==> config.mk <==
export PLATFORM = sky130hd
export DESIGN_NAME = pc_sequencer
export DESIGN_NICKNAME = d
export VERILOG_FILES = /design/src/rtl/pc_sequencer_pkg.sv /design/src/rtl/pc_sequencer_ras.sv /design/src/rtl/pc_sequencer.sv
export SDC_FILE = /design/constraint.sdc
export NUM_CORES = 1
export LEC_CHECK = 0
export CORE_AREA = 2 2 107 109
export DETAILED_ROUTE_END_ITERATION = 6
export DIE_AREA = 0 0 109 111
export PLACE_DENSITY = 0.85
export SLEW_MARGIN = 20
export SYNTH_ARGS = -nofsm -noshare
export SYNTH_HDL_FRONTEND = slang
export SYNTH_SLANG_ARGS = --single-unit
==> constraint.sdc <==
create_clock -name clk -period 6.86 [get_ports clk]
set_clock_uncertainty 0.05 [all_clocks]
set_input_delay 1.372 -clock clk [delete_from_list [all_inputs] [get_ports clk]]
set_output_delay 1.372 -clock clk [all_outputs]
set_load 0.02 [all_outputs]
==> src/rtl/pc_sequencer_pkg.sv <==
// Shared definitions for the fetch/branch sequencer: widths, control-flow op codes and FSM states.
package pc_sequencer_pkg;

  localparam int PC_W = 19;

  localparam logic [2:0] OP_SEQ  = 3'b000;
  localparam logic [2:0] OP_BRQ  = 3'b001;
  localparam logic [2:0] OP_BRNE = 3'b010;
  localparam logic [2:0] OP_JMP  = 3'b011;
  localparam logic [2:0] OP_CALL = 3'b100;
  localparam logic [2:0] OP_RET  = 3'b101;

  typedef enum logic [2:0] {
    S_IDLE,
    S_FETCH,
    S_WAIT_ACK,
    S_RESOLVE,
    S_HALTED
  } state_e;

endpackage

==> src/rtl/pc_sequencer_ras.sv <==
// Return-address stack: small LIFO; pushes when full and pops when empty are dropped.
module return_addr_stack #(
  parameter int W     = 19,
  parameter int DEPTH = 4
) (
  input  logic         clk,
  input  logic         rst_n,
  input  logic         push,
  input  logic         pop,
  input  logic [W-1:0] push_data,
  output logic [W-1:0] top_data,
  output logic         full,
  output logic         empty
);
  import pc_sequencer_pkg::*;

  localparam int AW = $clog2(DEPTH);

  logic [W-1:0] mem_q [DEPTH];
  logic [W-1:0] mem_d [DEPTH];
  logic [AW:0]  count_q, count_d;
  logic [AW:0]  top_idx;

  assign full     = (count_q == (AW+1)'(DEPTH));
  assign empty    = (count_q == '0);
  assign top_idx  = count_q - 1'b1;
  assign top_data = mem_q[top_idx[AW-1:0]];

  always_comb begin
    mem_d   = mem_q;
    count_d = count_q;
    if (push && !full) begin
      mem_d[count_q[AW-1:0]] = push_data;
      count_d                = count_q + 1'b1;
    end else if (pop && !empty) begin
      count_d = count_q - 1'b1;
    end
  end

  always_ff @(posedge clk or negedge rst_n) begin
    if (!rst_n) begin
      count_q <= '0;
      for (int i = 0; i < DEPTH; i++) mem_q[i] <= '0;
    end else begin
      count_q <= count_d;
      mem_q   <= mem_d;
    end
  end

endmodule

==> src/rtl/pc_sequencer.sv <==
// Fetch/branch controller: owns the PC, runs the imem req/ack handshake and resolves control flow.
module pc_sequencer #(
  parameter int              PC_W      = 19,
  parameter logic [PC_W-1:0] RESET_PC  = '0,
  parameter int              RAS_DEPTH = 4
) (
  input  logic            clk,
  input  logic            rst_n,
  input  logic            start,
  input  logic            halt_req,
  output logic            imem_req,
  output logic [PC_W-1:0] imem_addr,
  input  logic            imem_ack,
  output logic            br_ready,
  input  logic            br_valid,
  input  logic [2:0]      br_op,
  input  logic [PC_W-1:0] r2,
  input  logic [PC_W-1:0] r3,
  input  logic [PC_W-1:0] branch_addr,
  output logic [PC_W-1:0] pc,
  output logic            busy,
  output logic            ras_ovf,
  output logic            ras_unf
);
  import pc_sequencer_pkg::*;

  state_e          state_q, state_d;
  logic [PC_W-1:0] pc_q, pc_d;
  logic            ack_seen_q, ack_seen_d;
  logic            ovf_q, ovf_d;
  logic            unf_q, unf_d;
  logic            accept;
  logic [PC_W-1:0] seq_pc;
  logic            ras_push, ras_pop, ras_full, ras_empty;
  logic [PC_W-1:0] ras_top;

  assign accept    = (state_q == S_RESOLVE) && br_valid;
  assign seq_pc    = pc_q + 1'b1;
  assign pc        = pc_q;
  assign imem_addr = pc_q;
  assign ras_ovf   = ovf_q;
  assign ras_unf   = unf_q;

  return_addr_stack #(.W(PC_W), .DEPTH(RAS_DEPTH)) u_ras (
    .clk       (clk),
    .rst_n     (rst_n),
    .push      (ras_push),
    .pop       (ras_pop),
    .push_data (seq_pc),
    .top_data  (ras_top),
    .full      (ras_full),
    .empty     (ras_empty)
  );

  always_ff @(posedge clk or negedge rst_n) begin
    if (!rst_n) begin
      state_q    <= S_IDLE;
      pc_q       <= RESET_PC;
      ack_seen_q <= 1'b0;
      ovf_q      <= 1'b0;
      unf_q      <= 1'b0;
    end else begin
      state_q    <= state_d;
      pc_q       <= pc_d;
      ack_seen_q <= ack_seen_d;
      ovf_q      <= ovf_d;
      unf_q      <= unf_d;
    end
  end

  // An ack that lands during FETCH is remembered so WAIT_ACK can pass straight through.
  always_comb begin
    state_d    = state_q;
    ack_seen_d = (state_q == S_FETCH) && imem_ack;
    case (state_q)
      S_IDLE, S_HALTED: if (start) state_d = S_FETCH;
      S_FETCH:          state_d = S_WAIT_ACK;
      S_WAIT_ACK:       if (imem_ack || ack_seen_q) state_d = S_RESOLVE;
      S_RESOLVE:        if (br_valid) state_d = halt_req ? S_HALTED : S_FETCH;
      default:          state_d = S_IDLE;
    endcase
  end

  always_comb begin
    imem_req = (state_q == S_FETCH) || ((state_q == S_WAIT_ACK) && !ack_seen_q);
    br_ready = (state_q == S_RESOLVE);
    busy     = (state_q == S_FETCH) || (state_q == S_WAIT_ACK) || (state_q == S_RESOLVE);
  end

  always_comb begin
    pc_d     = pc_q;
    ras_push = 1'b0;
    ras_pop  = 1'b0;
    ovf_d    = ovf_q;
    unf_d    = unf_q;
    if (accept) begin
      case (br_op)
        OP_BRQ:  pc_d = (r2 == r3) ? branch_addr : seq_pc;
        OP_BRNE: pc_d = (r2 != r3) ? branch_addr : seq_pc;
        OP_JMP:  pc_d = branch_addr;
        OP_CALL: begin
          ras_push = 1'b1;
          if (ras_full) ovf_d = 1'b1;
          pc_d = branch_addr;
        end
        OP_RET: begin
          ras_pop = 1'b1;
          if (ras_empty) begin
            unf_d = 1'b1;
            pc_d  = seq_pc;
          end else begin
            pc_d = ras_top;
          end
        end
        default: pc_d = seq_pc;
      endcase
    end
  end

endmodule

Word-level counts from Yosys, hierarchy flattened --
Index checks and enable logic that the tools add are counted.
Operators by class: add/subtract/negate cells 3, magnitude comparators 3, equal/unequal tests 15, mux-type cells 21, bitwise logic cells 2, reductions and logical operators 21
Operator list (count):
- 19-bit two-way mux | 6
- 76-bit bitwise mux | 1
- 19-bit case mux with 4 select lines | 1
- 19-bit binary-select mux with 2-bit select | 1
- 19-bit demux with 2-bit select | 1
- 19-bit by 1-bit adder with 19-bit output, second input constant | 1
- 19-bit == test | 1
- 19-bit inequality test | 1
- 3-bit two-way mux | 6
- 3-bit by 2-bit == test with 1-bit output, second input constant | 4
- 3-bit == test, second input constant | 4
- 3-bit case mux with 4 select lines | 1
- 3-bit AND reduction | 3
- 3-bit by 1-bit == test with 1-bit output, second input constant | 2
- 3-bit greater-or-equal comparator, second input constant | 2
- 1-bit logical AND | 6
- 3-bit zero test | 2
- 2-bit NOT with 3-bit output | 2
- 1-bit logical OR | 4
- 1-bit two-way mux | 4
- 2-bit inequality test, second input constant | 2
- 2-bit OR reduction | 2
- 3-bit by 1-bit adder with 3-bit output, second input constant | 1
- 1-bit zero test | 3
- other kinds (4) | 4
Storage, ports and cells: register bits after elaboration 104, output and inout port bits 43, word-level logic and storage cells 75

Longest topological paths before layout --
Gate-level depths: netlist (run 1).
word-level depth 7, gate-level depth with buffers 11

By module --
Synthesis (run 1) repeated with hierarchy kept, for this count alone.
Unflattened totals: cells, all modules 636, area total of the unflattened synthesis 6606.3 um^2
Modules (own cells, without submodules):
- return_addr_stack | instances 1, cells each 217, area each 3601.0 um^2, sequential area each 1976.9 um^2
- pc_sequencer | instances 1, cells each 419, area each 3005.4 um^2, sequential area each 625.6 um^2

Worst setup path after synthesis (run 1) --
OpenSTA, ideal clock, no wires.
path kind input to register, start input r3[6], end register pc_q[12], in the netlist imem_addr[12], arrival time 2797 ps, data required time 6675 ps, slack 3878 ps, stages on the path 8, buffers on the path 1, path through xor2_1 nor4_2 nand3_2 nor2_8 o311ai_4 buf_8 a21oi_1 o32ai_2
On the way: cells in the longest elaborated chain, start to end 3
RTL lines:
- start: declaration | RTL line pc_sequencer.sv:18 | input logic [PC_W-1:0] r3,
- 19-bit inequality test or 19-bit == test (tied branches) | RTL line pc_sequencer.sv:99, pc_sequencer.sv:98
- 19-bit two-way mux (on tied branches) | RTL line pc_sequencer.sv:99, pc_sequencer.sv:98
- 19-bit case mux with 4 select lines (*) | RTL line pc_sequencer.sv:97 | case (br_op)
- end signal: assignment | RTL line pc_sequencer.sv:64 | pc_q <= pc_d;
- end: declaration | RTL line pc_sequencer.sv:28 | logic [PC_W-1:0] pc_q, pc_d;
Mark *: on every way between the ends. The rest lies on a longest branch, timed or not. A chain may end at the register's enable or synchronous reset.

Worst setup path in the final report (run 1) --
start input br_op[0], end register pc_q[6], in the netlist imem_addr[6]
On the way: cells in the longest elaborated chain, start to end 3
RTL lines:
- start: declaration | RTL line pc_sequencer.sv:16 | input logic [2:0] br_op,
- 3-bit == test or 3-bit by 2-bit == test with 1-bit output (tied branches) | RTL line pc_sequencer.sv:97
- 2-bit OR reduction (no line)
- 19-bit case mux with 4 select lines (*) | RTL line pc_sequencer.sv:97
Marked as above.

==> flow_metrics.env, run 1 <==
export IMPL_run_status="finished, final reports clean"
export IMPL_element_type_at_the_critical_path_start="input pin"
export IMPL_routed_via_count=5429
export IMPL_layout_setup_ws_ns=2.77
export IMPL_synth_area_top_cells="sky130_fd_sc_hd__dfrtp_1 (42%), sky130_fd_sc_hd__nand2_1 (7.2%), sky130_fd_sc_hd__o21ai_0 (7.1%)"
export IMPL_ys_seq_elements=104
export IMPL_final_cell_count_no_fill=864
export IMPL_synth_area_per_inst_um2=9.43
export IMPL_p_per_area_nw_per_um2=386
export IMPL_cts_inserted_buffers=9
export IMPL_layout_filler_cells=830
export IMPL_worst_slew_margin_rel_pct=33.4
export IMPL_floorplan_initialDensity_pct=55.7
export IMPL_critPathMaxStageDelay_ns=0.91
export IMPL_tritoncts="done"
export IMPL_aggregate_routed_wire_length_mm=16.4
export IMPL_grt_setup_unrepaired="no"
export IMPL_die_w_um=109
export IMPL_timing_final_crit_share_pct=59.6
export IMPL_synth_top_family_by_area="compound AO/OA/AOI/OAI gates"
export IMPL_antenna_found_initial=0
export IMPL_die_area_um2=12100
export IMPL_area_growth_pct=20.5
export IMPL_grt_pass1_vias=5324
export IMPL_grt_max_degree=87
export IMPL_setup_total_negative_slack_ns=0
export IMPL_synth_cell_area_um2=6170
export IMPL_cp_slowest_cell="sky130_fd_sc_hd__clkdlybuf4s50_1"
export IMPL_post_cts_setup_buffer_count=0
export IMPL_synth_lib_cells_used_distinct=70
export IMPL_drt_drc=0
export IMPL_synth_adder_area_share_pct=1.22
export IMPL_p_leak_nw=3.07
export IMPL_post_synth_most_frequent_cells="sky130_fd_sc_hd__nand2_1 (119), sky130_fd_sc_hd__dfrtp_1 (104), sky130_fd_sc_hd__o21ai_0 (88)"
export IMPL_post_drt_wl_per_cell_um=19.0
export IMPL_die_y_um=111
export IMPL_muxShareOfSynthArea_pct=7.83
export IMPL_gp_routability_congestion=0.892
export IMPL_grt_pass1_wl_mm=26.6
export IMPL_reg2reg_from="u_ras.count_q[0]"
export IMPL_dp_slack_ns=2.27
export IMPL_cts_root_buffer_cell="sky130_fd_sc_hd__clkbuf_16"
export IMPL_synth_top_cell_area_share_pct=42.2
export IMPL_layout_drive_gt1_share_pct=10.3
export IMPL_place_port_buffers=108
export IMPL_layout_nets=788
export IMPL_antenna_diode_count=0
export IMPL_routed_via_density=6.28
export IMPL_final_hold_viol_count=0
export IMPL_maximum_achievable_frequency_ghz=0.244
export IMPL_first_pass_drt_iterations=5
export IMPL_synthesized_area_fraction_occupied_by_xor_and_xnor_cells_pct=5.54
export IMPL_timing_critical_path_required_ns=7.06
export IMPL_crit_chain="clkdlybuf4s50_1, nand3b_1, nor2_1, nand2_1, o2111ai_1, a31oi_1, a21o_1, a221oi_2"
export IMPL_number_of_sinks_driven_by_the_clock_tree=104
export IMPL_clkSlewWorstSetupHoldPaths_ns=0.08
export IMPL_fraction_of_the_mapped_netlist_area_in_simple_logic_gates_pct=16.5
export IMPL_cts_root_to_sink_buffers=2
export IMPL_critPathTopFamily="simple AND/OR/NAND/NOR gates"
export IMPL_max_vdd_ir_drop_v=0.000265
export IMPL_ys_flop_type="sky130_fd_sc_hd__dfrtp_1"
export IMPL_worstSkewPairLatency_ns=0.35
export IMPL_worst_setup_path_type="in2reg"
export IMPL_synth_async_sr_flop_share_pct=100
export IMPL_finalCriticalPeriod_ns=4.09
export IMPL_coreArea_um2=11100
export IMPL_critPathMaxFanout=18
export IMPL_postRouteAntennaNets=0
export IMPL_critPathArrivalTime_ns=4.29
export IMPL_cts_hold_fix_buffers=0
export IMPL_cp_end_kind="flip-flop"
export IMPL_post_synth_top_count_cell="sky130_fd_sc_hd__nand2_1"
export IMPL_min_delay_start="ras_unf"
export IMPL_report_power_total_mw=2.87
export IMPL_synth_edf_count=0
export IMPL_register_area_um2=2600
export IMPL_overflow=0
export IMPL_worstMarginPinSlew_ns=0.996
export IMPL_startpoint="br_op[0]"
export IMPL_synth_area_leader_cell="sky130_fd_sc_hd__dfrtp_1"
export IMPL_cap_violations=0
export IMPL_cts_max_level=3
export IMPL_detail_route_iter0_violations=693
export IMPL_number_of_placement_rows=39
export IMPL_synth_warnings=0
export IMPL_holdCritPathClass="reg2reg"
export IMPL_seq_area_frac_synth_pct=42.2
export IMPL_multi_input_area_um2=3200
export IMPL_number_of_setup_violations_in_the_final_report=0
export IMPL_top_ports=109
export IMPL_groute_usage_overall_pct=28.0
export IMPL_synthesis_nets=726
export IMPL_synth_compound_gate_area_share_pct=20.7
export IMPL_drv_slew=0
export IMPL_dp_cells=848
export IMPL_place_hpwl_mm=11.6
export IMPL_critical_path_buf_inv_count=1
export IMPL_cts_resized=0
export IMPL_synthesized_instance_count=654
-- stage by stage --
stage	hold WS [ns]	cell area, µm²	util (%)
after CTS	0.420	7420	66.9
after global routing	0.440	7430	67.1
after floorplan	0.395	6170	-
after global placement	0.393	7100	64.1
final	0.420	7430	67.1
after detailed placement	0.405	7100	64.1
-- cell usage in the layout (no fill, tap or decap), types with 4 or more instances in the layout --
cell / instances
sky130_fd_sc_hd__xor2_1: 22
sky130_fd_sc_hd__mux4_2: 19
sky130_fd_sc_hd__o221ai_1: 7
sky130_fd_sc_hd__dfrtp_1: 104
sky130_fd_sc_hd__nand4_1: 6
sky130_fd_sc_hd__o21ai_0: 88
sky130_fd_sc_hd__nand2_1: 115
sky130_fd_sc_hd__nand2b_1: 9
sky130_fd_sc_hd__and3_1: 4
sky130_fd_sc_hd__a31oi_1: 11
sky130_fd_sc_hd__nor2_1: 25
sky130_fd_sc_hd__clkbuf_16: 9
sky130_fd_sc_hd__nand3_1: 12
sky130_fd_sc_hd__inv_1: 9
sky130_fd_sc_hd__ha_1: 6
sky130_fd_sc_hd__nand2_2: 6
sky130_fd_sc_hd__nor3_1: 12
sky130_fd_sc_hd__a21o_1: 6
sky130_fd_sc_hd__mux2_2: 4
sky130_fd_sc_hd__xnor2_1: 17
sky130_fd_sc_hd__a22o_1: 4
sky130_fd_sc_hd__o21ai_1: 5
sky130_fd_sc_hd__clkdlybuf4s50_1: 107
sky130_fd_sc_hd__a21oi_1: 47
-- state kept, by name, summed over array words and instances, names as in the netlist --
| signal | cells |
|---|---|
| ack_seen_q | 1 |
| imem_addr | 19 |
| ras_ovf | 1 |
| ras_unf | 1 |
| state_q | 3 |
| u_ras.count_q | 3 |
| u_ras.mem_q | 76 |
-- worst register-to-register path: cells and delay by family, from the launching register on --
| family | cells | cell delay (ns) |
|---|---|---|
| AND/OR/NAND/NOR | 3 | 1.20 |
| AO/OA/AOI/OAI | 4 | 0.79 |
| buffers and inverters | 2 | 0.55 |
| flip-flops | 1 | 0.34 |
| adder cells (fa/ha/maj) | 1 | 0.28 |
-- cells by family (layout without fill, tap and decap cells) --
family                     after synthesis  in the layout
and+or+nand+nor                        211            211
AOI/OAI and AO/OA                      201            201
DFF                                    104            104
buffers and inverters                   69            136
xor gates and xnor gates                39             39
muxes                                   24             24
adders and majority gates                6              6
-- final cells by class --
| class | count | area share [%] |
|---|---|---|
| Inverter | 10 | 0.505 |
| Clock inverter | 7 | 1.16 |
| Clock buffer | 9 | 3.03 |
| Multi-Input combinational cell | 481 | 43.1 |
| Timing Repair Buffer | 110 | 14.8 |
| Sequential cell | 104 | 35.0 |
| Tap cell | 143 | 2.41 |
-- routing by layer --
layer | global-route usage, % | up-vias | wire length (µm) | share of wire [%]
li1 | - | 2450 | - | -
met5 | 0 | - | 0 | 0
met1 | 39.4 | 2697 | 6780 | 41
met4 | 7.18 | 0 | 244 | 1.5
met2 | 44.4 | 256 | 8110 | 49
met3 | 5.64 | 26 | 1260 | 7.7
-- path summary, 6_finish.rpt --
path / end / slack (ns) / cells after the start
max in group asynchronous: u_ras.mem_q[74] / 4.92 / 2
hold / removal: ras_unf / 0.42 / 1
min in group asynchronous: imem_addr[16] / 0.83 / 1
setup / recovery: imem_addr[6] / 2.77 / 8
setup reg to reg: imem_addr[6] / 3.55 / 10
hold reg to reg: ras_unf / 0.42 / 1
-- power breakdown --
group | internal (mW) | switching, mW | total (mW)
registers | 0.820 | 0.217 | 1.04
logic | 0.582 | 0.726 | 1.31
clock network | 0.261 | 0.259 | 0.520
Power figures use the tool's default switching activity.
==> inputs of run 2 (changes only) <==
- CORE_AREA: 2 2 107 109 -> 2 2 117 119
- DIE_AREA: 0 0 109 111 -> 0 0 119 121
- PLACE_DENSITY: 0.85 -> 0.75
- clock period: 6.86 -> 3.75 ns (I/O delays scaled with it)
==> flow_metrics.env, run 2 (synthesis results as in run 1) <==
export IMPL_grt_pass1_wl_mm=27.8
export IMPL_critical_path_buf_inv_count=2
export IMPL_run_status="finished, final reports clean"
export IMPL_p_leak_nw=3.16
export IMPL_worst_r2r_setup_slack_ns=0.84
export IMPL_post_drt_wl_per_cell_um=18.4
export IMPL_detail_route_iter0_violations=492
export IMPL_finalCriticalPeriod_ns=3.00
export IMPL_reg2reg_from="imem_addr[0]"
export IMPL_worstSkewPairLatency_ns=0.35
export IMPL_area_growth_pct=23.3
export IMPL_crit_chain="clkdlybuf4s50_1, inv_2, nor3_1, nand2_2, o2111ai_1, a31oi_1, a21o_1, a221oi_2"
export IMPL_cts_root_to_sink_buffers=2
export IMPL_critPathArrivalTime_ns=3.21
export IMPL_p_per_area_nw_per_um2=697
export IMPL_largest_reg_flops=76
export IMPL_place_hpwl_mm=12.3
export IMPL_aggregate_routed_wire_length_mm=16.9
export IMPL_cp_slowest_cell="sky130_fd_sc_hd__clkdlybuf4s50_1"
export IMPL_number_of_placement_rows=42
export IMPL_antenna_found_initial=0
export IMPL_top_ports=109
export IMPL_gp_routability_congestion=0.865
export IMPL_max_vdd_ir_drop_v=0.000414
export IMPL_critPathMaxFanout=10
export IMPL_worst_slew_margin_rel_pct=48.2
export IMPL_placement_cell_area_um2=7300
export IMPL_startpoint="br_op[0]"
export IMPL_postRouteAntennaNets=0
export IMPL_worstMarginPinSlew_ns=0.774
export IMPL_place_port_buffers=108
export IMPL_rr_worst_depth=8
export IMPL_critPathMaxStageDelay_ns=0.70
export IMPL_groute_usage_overall_pct=24.5
export IMPL_grt_pass1_vias=5437
export IMPL_grt_setup_unrepaired="no"
export IMPL_dp_cells=902
export IMPL_post_cts_setup_buffer_count=0
export IMPL_die_area_um2=14400
export IMPL_routed_via_density=5.83
export IMPL_critPathTopFamily="compound AO/OA/AOI/OAI gates"
export IMPL_cts_inserted_buffers=9
export IMPL_worst_setup_path_type="in2reg"
export IMPL_number_of_setup_violations_in_the_final_report=0
export IMPL_tritoncts="done"
export IMPL_layout_cells_most_common_list="sky130_fd_sc_hd__nand2_1 (119), sky130_fd_sc_hd__clkdlybuf4s50_1 (107), sky130_fd_sc_hd__dfrtp_1 (104)"
export IMPL_maximum_achievable_frequency_ghz=0.333
export IMPL_die_w_um=119
export IMPL_registers_top_by_ff_count="u_ras.mem_q"
export IMPL_layout_cells_most_common="sky130_fd_sc_hd__nand2_1"
export IMPL_final_cell_count_no_fill=918
export IMPL_element_type_at_the_critical_path_start="input pin"
export IMPL_layout_drive_gt1_share_pct=12.1
export IMPL_cts_hold_fix_buffers=0
export IMPL_cts_max_level=3
export IMPL_drv_slew=0
export IMPL_routed_via_count=5352
export IMPL_layout_nets=809
export IMPL_antenna_diode_count=0
export IMPL_setup_total_negative_slack_ns=0
export IMPL_floorplan_initialDensity_pct=47.1
export IMPL_drt_drc=0
export IMPL_cts_resized=0
export IMPL_final_hold_viol_count=0
export IMPL_grt_max_degree=56
export IMPL_number_of_sinks_driven_by_the_clock_tree=104
export IMPL_timing_final_crit_share_pct=80.1
export IMPL_cap_violations=0
export IMPL_cts_root_buffer_cell="sky130_fd_sc_hd__clkbuf_16"
export IMPL_cp_end_kind="flip-flop"
export IMPL_finish_instance_area_um2=7600
export IMPL_die_y_um=121
export IMPL_overflow=0
export IMPL_clkSlewWorstSetupHoldPaths_ns=0.07
export IMPL_holdCritPathClass="in2async"
export IMPL_worst_r2r_endpoint="imem_addr[18]"
export IMPL_timing_critical_path_required_ns=3.96
export IMPL_first_pass_drt_iterations=5
export IMPL_coreArea_um2=13100
[run 2: cell types whose count changed in the layout (fill, tap and decap cells not counted), sizes merged]
cell / before / now
clkinv: 5 / 1
buf: 3 / 24
clkbuf: 9 / 10
bufinv: 0 / 1
inv: 12 / 14
[run 2: power by group]
part / switching, mW / leakage (nW) / internal (mW)
Clock: 0.441 / 0.150 / 0.529
Sequential: 0.404 / 1.36 / 1.50
Combinational: 1.32 / 1.65 / 1.11
[run 2: worst max path at each step]
| stage | end | slack [ns] | cells after the start |
|---|---|---|---|
| final | imem_addr[6] | 0.75 | 8 |
| after global routing | imem_addr[18] | 0.59 | 8 |
| after CTS | imem_req | 0.84 | 3 |
| after detailed placement | imem_addr[6] | 0.54 | 8 |
| after global placement | imem_addr[6] | 0.58 | 8 |
| after floorplan | imem_addr[10] | 0.78 | 9 |
[run 2: layout make-up]
type / count / area [µm²]
fill: 1089 / 5480
multi-input combinational: 481 / 3190
sequential: 104 / 2600
timing repair buffer: 131 / 1250
clock buffer: 10 / 229
tap: 176 / 220
clock inverter: 6 / 72.6
inverter: 10 / 37.5
[run 2: routing by layer]
layer | share of wire [%] | vias up | GRT usage [%]
met1 | 45 | 2637 | 34.0
met5 | 0 | - | 0
met4 | 1.7 | 0 | 7.37
met3 | 5.8 | 25 | 4.04
met2 | 48 | 197 | 39.7
li1 | - | 2493 | -
[run 2: through the flow]
stage | utilization (%) | hold WS (ns) | power, mW | setup WS, ns
floorplan | - | 0.395 | 3.44 | 0.784
finish | 58.1 | 0.393 | 5.30 | 0.745
global placement | 55.8 | 0.392 | 4.22 | 0.581
global route | 58.1 | 0.454 | 5.62 | 0.589
detailed placement | 55.8 | 0.401 | 4.32 | 0.541
CTS | 58.1 | 0.413 | 5.30 | 0.835
